## src/rtl/seq_alu_mul.sv

```systemverilog
// Registered ALU with logic, add/sub, shift, memory pass and an iterative shift-add multiply.
// Define SEQ_ALU_MUL_EARLY_EN to end the multiply once the remaining multiplier bits are all zero.
module seq_alu_mul #(
    parameter int WIDTH = 32
) (
    input  logic             clk,
    input  logic             rstn,
    input  logic             in_valid,
    output logic             in_ready,
    input  logic [4:0]       opcd,
    input  logic [WIDTH-1:0] inps,
    input  logic [WIDTH-1:0] inpt,
    input  logic [WIDTH-1:0] inpi,
    input  logic [WIDTH-1:0] inpm,
    output logic             out_valid,
    input  logic             out_ready,
    output logic [WIDTH-1:0] aout,
    output logic             zflg,
    output logic             cflg
);

    localparam int SHW = $clog2(WIDTH);
    localparam logic [0:0] IDLE = 1'b0;
    localparam logic [0:0] MUL  = 1'b1;
    localparam logic [SHW:0] CNT_LAST = (SHW+1)'(WIDTH - 1);

    // Single-cycle ops; returns {carry, result}, carry nonzero only for add/sub.
    function automatic logic [WIDTH:0] alu_eval(input logic [4:0] op,
                                                 input logic [WIDTH-1:0] s,
                                                 input logic [WIDTH-1:0] x,
                                                 input logic [WIDTH-1:0] m);
        logic [WIDTH:0]   r;
        logic [WIDTH-1:0] xm;
        r  = '0;
        xm = x ^ {WIDTH{op[0]}};
        case (op[4:3])
            2'b00: begin
                case (op[1:0])
                    2'b00:   r[WIDTH-1:0] = s & x;
                    2'b01:   r[WIDTH-1:0] = s | x;
                    2'b10:   r[WIDTH-1:0] = s ^ x;
                    default: r[WIDTH-1:0] = ~s;
                endcase
            end
            2'b01: begin
                if (!op[1])
                    r = {1'b0, s} + {1'b0, xm} + (WIDTH+1)'(op[0]);
                else if (!op[0])
                    r[WIDTH-1:0] = s << x[SHW-1:0];
                else
                    r[WIDTH-1:0] = s >> x[SHW-1:0];
            end
            2'b10:   r[WIDTH-1:0] = m;
            default: r = '0;
        endcase
        return r;
    endfunction

    logic [0:0]         state;
    logic [2*WIDTH-1:0] mcand;
    logic [2*WIDTH-1:0] acc;
    logic [WIDTH-1:0]   mplier;
    logic [SHW:0]       cnt;
    logic               hisel;

    logic               accept;
    logic               is_mul_p0;
    logic [WIDTH-1:0]   x_p0;
    logic [WIDTH:0]     alu_p0;
    logic [2*WIDTH-1:0] acc_nxt;
    logic [WIDTH-1:0]   mplier_nxt;
    logic [WIDTH-1:0]   mul_res;
    logic               mul_last;

    // Operand decode and single-cycle result, registered on the accepting edge
    assign in_ready  = (state == IDLE) && (!out_valid || out_ready);
    assign accept    = in_valid && in_ready;
    assign is_mul_p0 = (opcd[4:3] == 2'b11);
    assign x_p0      = opcd[2] ? inpi : inpt;
    assign alu_p0    = alu_eval(opcd, inps, x_p0, inpm);

    assign acc_nxt    = acc + (mplier[0] ? mcand : '0);
    assign mplier_nxt = {1'b0, mplier[WIDTH-1:1]};
    assign mul_res    = hisel ? acc_nxt[2*WIDTH-1:WIDTH] : acc_nxt[WIDTH-1:0];

`ifdef SEQ_ALU_MUL_EARLY_EN
    assign mul_last = (cnt == CNT_LAST) || (mplier_nxt == '0);
`else
    assign mul_last = (cnt == CNT_LAST);
`endif

    // Result register and multiply iteration
    always_ff @(posedge clk or negedge rstn) begin
        if (!rstn) begin
            state     <= IDLE;
            out_valid <= 1'b0;
            aout      <= '0;
            zflg      <= 1'b0;
            cflg      <= 1'b0;
            mcand     <= '0;
            acc       <= '0;
            mplier    <= '0;
            cnt       <= '0;
            hisel     <= 1'b0;
        end else begin
            if (out_valid && out_ready)
                out_valid <= 1'b0;
            if (state == IDLE) begin
                if (accept) begin
                    if (is_mul_p0) begin
                        mcand  <= {{WIDTH{1'b0}}, inps};
                        mplier <= x_p0;
                        acc    <= '0;
                        cnt    <= '0;
                        hisel  <= opcd[0];
                        state  <= MUL;
                    end else begin
                        aout      <= alu_p0[WIDTH-1:0];
                        cflg      <= alu_p0[WIDTH];
                        zflg      <= (alu_p0[WIDTH-1:0] == '0);
                        out_valid <= 1'b1;
                    end
                end
            end else begin
                acc    <= acc_nxt;
                mcand  <= {mcand[2*WIDTH-2:0], 1'b0};
                mplier <= mplier_nxt;
                cnt    <= cnt + 1'b1;
                if (mul_last) begin
                    aout      <= mul_res;
                    cflg      <= 1'b0;
                    zflg      <= (mul_res == '0);
                    out_valid <= 1'b1;
                    state     <= IDLE;
                end
            end
        end
    end

endmodule

```

## config.mk

```make
export PLATFORM = sky130hd
export DESIGN_NAME = seq_alu_mul
export DESIGN_NICKNAME = d
export VERILOG_FILES = /design/src/rtl/seq_alu_mul.sv
export SDC_FILE = /design/constraint.sdc
export NUM_CORES = 1
export LEC_CHECK = 0
export BUFFER_PORTS_ARGS = -buffer_cell sky130_fd_sc_hd__buf_4
export CORE_MARGIN = 3
export CORE_UTILIZATION = 48
export CTS_CLUSTER_SIZE = 25
export DETAILED_ROUTE_END_ITERATION = 7
export PLACE_DENSITY = 0.65
export REMOVE_ABC_BUFFERS = 1
export SYNTH_ARGS = -nofsm -noshare
export SYNTH_HDL_FRONTEND = slang
export SYNTH_SLANG_ARGS = --single-unit
```

## constraint.sdc

```tcl
create_clock -name clk -period 7.5 [get_ports clk]
set_input_delay 1.125 -clock clk [delete_from_list [all_inputs] [get_ports clk]]
set_output_delay 1.125 -clock clk [all_outputs]
set_load 0.05 [all_outputs]
```

==> flow_summary.json <==
{
  "post_cts_buffers": 0,
  "clockBufferDepth": 3,
  "powerDensity_nw_per_um2": 377,
  "wirelength_mm": 88.1,
  "synth-seq-cells": 203,
  "io_buffers": 172,
  "drtIter0Drc": 1961,
  "crit_top_cell": "a21oi_1",
  "start_util_pct": 49.1,
  "synth.distinct_cells": 79,
  "ff2ff_path_depth": 15,
  "ys.flop_type": "dfrtp_1",
  "rr_endpoint": "zflg",
  "fin_crit_ps": 6560,
  "timing.rr.start": "mplier[0]",
  "met3_usage_pct": 5.07,
  "yosysWarnings": 0,
  "setup_tns_ps": 0,
  "hp-class": "reg2reg",
  "synth_most_common_cell": "nand2_1",
  "dr_total_vias": 22062,
  "max_slew_margin_pct": 13.0,
  "clk_pin_slew_worst_paths_ps": 50,
  "fmax_mhz": 152,
  "dieWidth_um": 220,
  "tightest_slew_ps": 1270,
  "cp.required_ps": 8020,
  "crit_arrival_ps": 7080,
  "grt_pass1_wl_mm": 133,
  "slew_violations": 0,
  "slowest_stage": "dfrtp_1",
  "hold_viol": 0,
  "syn_area_sq_um": 21900,
  "cpPeakStageDelay_ps": 1010,
  "grt_pass1_vias": 22024,
  "ctsResizeCount": 0,
  "dp_slack_ps": 801,
  "clock-sinks": 203,
  "worstPathCellList": "buf_4 -> and2_1 -> ha_1 -> a21oi_1 -> o21ai_0 -> a2111o_1 -> nor3_1 -> nor2_1 -> a21oi_1 -> xnor2_1 -> o41ai_1 -> o2111a_1 -> nand4_1 -> nor4_1 -> o22a_1",
  "die_area_sq_um": 48200,
  "min_period_over_period_pct": 87.5,
  "clockRootBuffer": "clkbuf_16",
  "ant_nets": 0,
  "io_pins": 173,
  "tritoncts": "yes",
  "coreArea_sq_um": 44600,
  "path_buf_inv": 1,
  "crit_fanout": 33,
  "vias_per_cell": 6.55,
  "grt_use_met1_pct": 44.7,
  "layout_setup_ws_ps": 936,
  "p_sw_mw": 4.80,
  "drv_cap": 0,
  "critPathCaptureType": "register",
  "grt.overflow.total": 0,
  "synth_top_area_cell": "dfrtp_1",
  "gr-max-usage-layer": "met2",
  "drive_gt1_share_pct": 13.2,
  "hold_buffers": 0,
  "endpoint": "zflg",
  "routedWlPerCell_um": 26.2,
  "firstDrtPassIters": 6,
  "p_int_mw": 4.38,
  "core.rowCount": 77,
  "setup_viol": 0,
  "antenna_found_initial": 0,
  "synthArstFlopShare_pct": 100,
  "syn_area_per_cell_sq_um": 8.07,
  "clockPowerShare_pct": 13.8,
  "rrSetupSlack_ps": 940,
  "grt_use_met2_pct": 60.7,
  "rsz0062_at_grt": "no",
  "worstSetupPathType": "reg2reg",
  "postSynthCellCount": 2714,
  "switching_share_pct": 52.3,
  "gp_congestion": 1.04,
  "antenna_cells": 0,
  "syn_to_final_growth_pct": 11.3,
  "cts_inserted_buffers": 26,
  "grt_usage_pct": 35.7,
  "whs_path_depth": 2,
  "ys_seq_area_share_pct": 23.2,
  "synth_top_area_share_pct": 23.2,
  "final_core_util_pct": 54.6,
  "seq_power_share_pct": 19.8,
  "ys_top_cells_by_count": "nand2_1 (330), nor2_1 (254), o21ai_0 (224)",
  "hpwl_mm": 65.0,
  "finalClockSkew_ps": 23.8,
  "status": "finished clean",
  "critical-path-top-delay-family": "compound AO/OA/AOI/OAI gates",
  "crit_start": "mplier[0]",
  "worstSetupPathDepth": 15,
  "cp-start-kind": "register",
  "synthTopCellsByArea": "dfrtp_1 (23%), ha_1 (9.6%), mux4_2 (7.2%), mux2i_1 (5.9%), nand2_1 (5.7%)",
  "power_frac_comb_pct": 66.4,
  "die_h_um": 220,
  "synth_edf_count": 0,
  "final_nets": 3066,
  "drc": 0,
  "htreeDepth": 1,
  "clock_latency_ps": 580,
  "grt_start_max_net_pins": 90,
  "peakVddDrop_mv": 0.221,
  "p_leak_nw": 10.8
}
metrics by stage:
stage,power (mW),cell area [sq um],hold slack [ps],cells
2_1_floorplan,5.78,21100,456,2518
3_3_place_gp,7.66,23500,455,3323
3_5_place_dp,7.75,23500,465,3323
4_1_cts,9.06,24400,477,3368
5_1_grt,9.77,24400,494,3368
6_report,9.18,24400,473,3368
metal layers:
metal  up-vias  wire length, um
met4         0             4850
met3       260             6180
li1      10020                -
met1     10708            35100
met2      1074            41900
met5         -                0
worst register-to-register path: stages, from the launching register on:
cell	delay, ps
dfrtp_1	1010
buf_4	470
and2_1	180
ha_1	320
a21oi_1	280
o21ai_0	310
a2111o_1	480
nor3_1	140
nor2_1	130
a21oi_1	570
xnor2_1	320
o41ai_1	860
o2111a_1	320
nand4_1	90
nor4_1	760
o22a_1	260
cells in the final DEF, fill, tap and decap left out, types with 16 or more instances in the layout:
master and n:
and2_1 83, mux2i_1 127, nand2_1 329, inv_1 129
o22ai_1 55, xnor2_1 81, a21o_1 37, a21oi_1 168
xor2_1 30, nand3_1 44, mux4_2 70, mux2_2 16
nor2_1 253, a211oi_1 43, buf_4 211, clkbuf_16 26
o211ai_1 19, dfrtp_1 202, nor4_1 18, a31oi_1 17
nor3_1 39, a221oi_1 37, o21ai_0 224, o221ai_1 16
o21a_1 16, a22o_1 26, nand4_1 39, ha_1 168
sequential cells by signal, indices dropped and copies added (netlist names):
name	flops
hisel	1
out_valid	1
aout	32
mplier	32
zflg	1
cflg	1
acc	64
mcand	64
state	1
cnt	6
worst min-delay path by stage:
stage / from / to / slack (ps)
after global routing: aout[4] / aout[4] / 490
after global placement: aout[13] / aout[13] / 450
after CTS: aout[13] / aout[13] / 480
after floorplan: acc[13] / acc[13] / 460
final: aout[13] / aout[13] / 470
after detailed placement: aout[13] / aout[13] / 470
cells by family (layout without fill, tap and decap cells):
family / count (synthesis) / in the layout / share of synthesized area (%)
and+or+nand+nor: 884 / 884 / 18.4
AOI/OAI and AO/OA: 794 / 794 / 23.5
buffers and inverters: 329 / 391 / 5.85
muxes: 223 / 223 / 14.8
DFF: 203 / 203 / 23.2
adders and majority gates: 170 / 170 / 9.78
xor gates and xnor gates: 111 / 111 / 4.44
final cells by class:
type                    instances  area, sq um
fillers                      4192        20200
multi-input cells            2182        15600
flip-flops and latches        203         5080
repair buffers                213         1620
well taps                     592          741
clock buffers                  35          724
inverters                     133          505
clock inverters                10          120
power groups by stage:
stage / clock, mW / combinational (mW) / sequential (mW)
5_1_grt: 1.33 / 6.58 / 1.86
3_5_place_dp: 0 / 5.92 / 1.83
4_1_cts: 1.30 / 5.95 / 1.82
3_3_place_gp: 0 / 5.85 / 1.81
2_1_floorplan: 0 / 3.69 / 2.09
6_report: 1.27 / 6.09 / 1.82
Note: power is estimated with default switching activity, not from simulation.
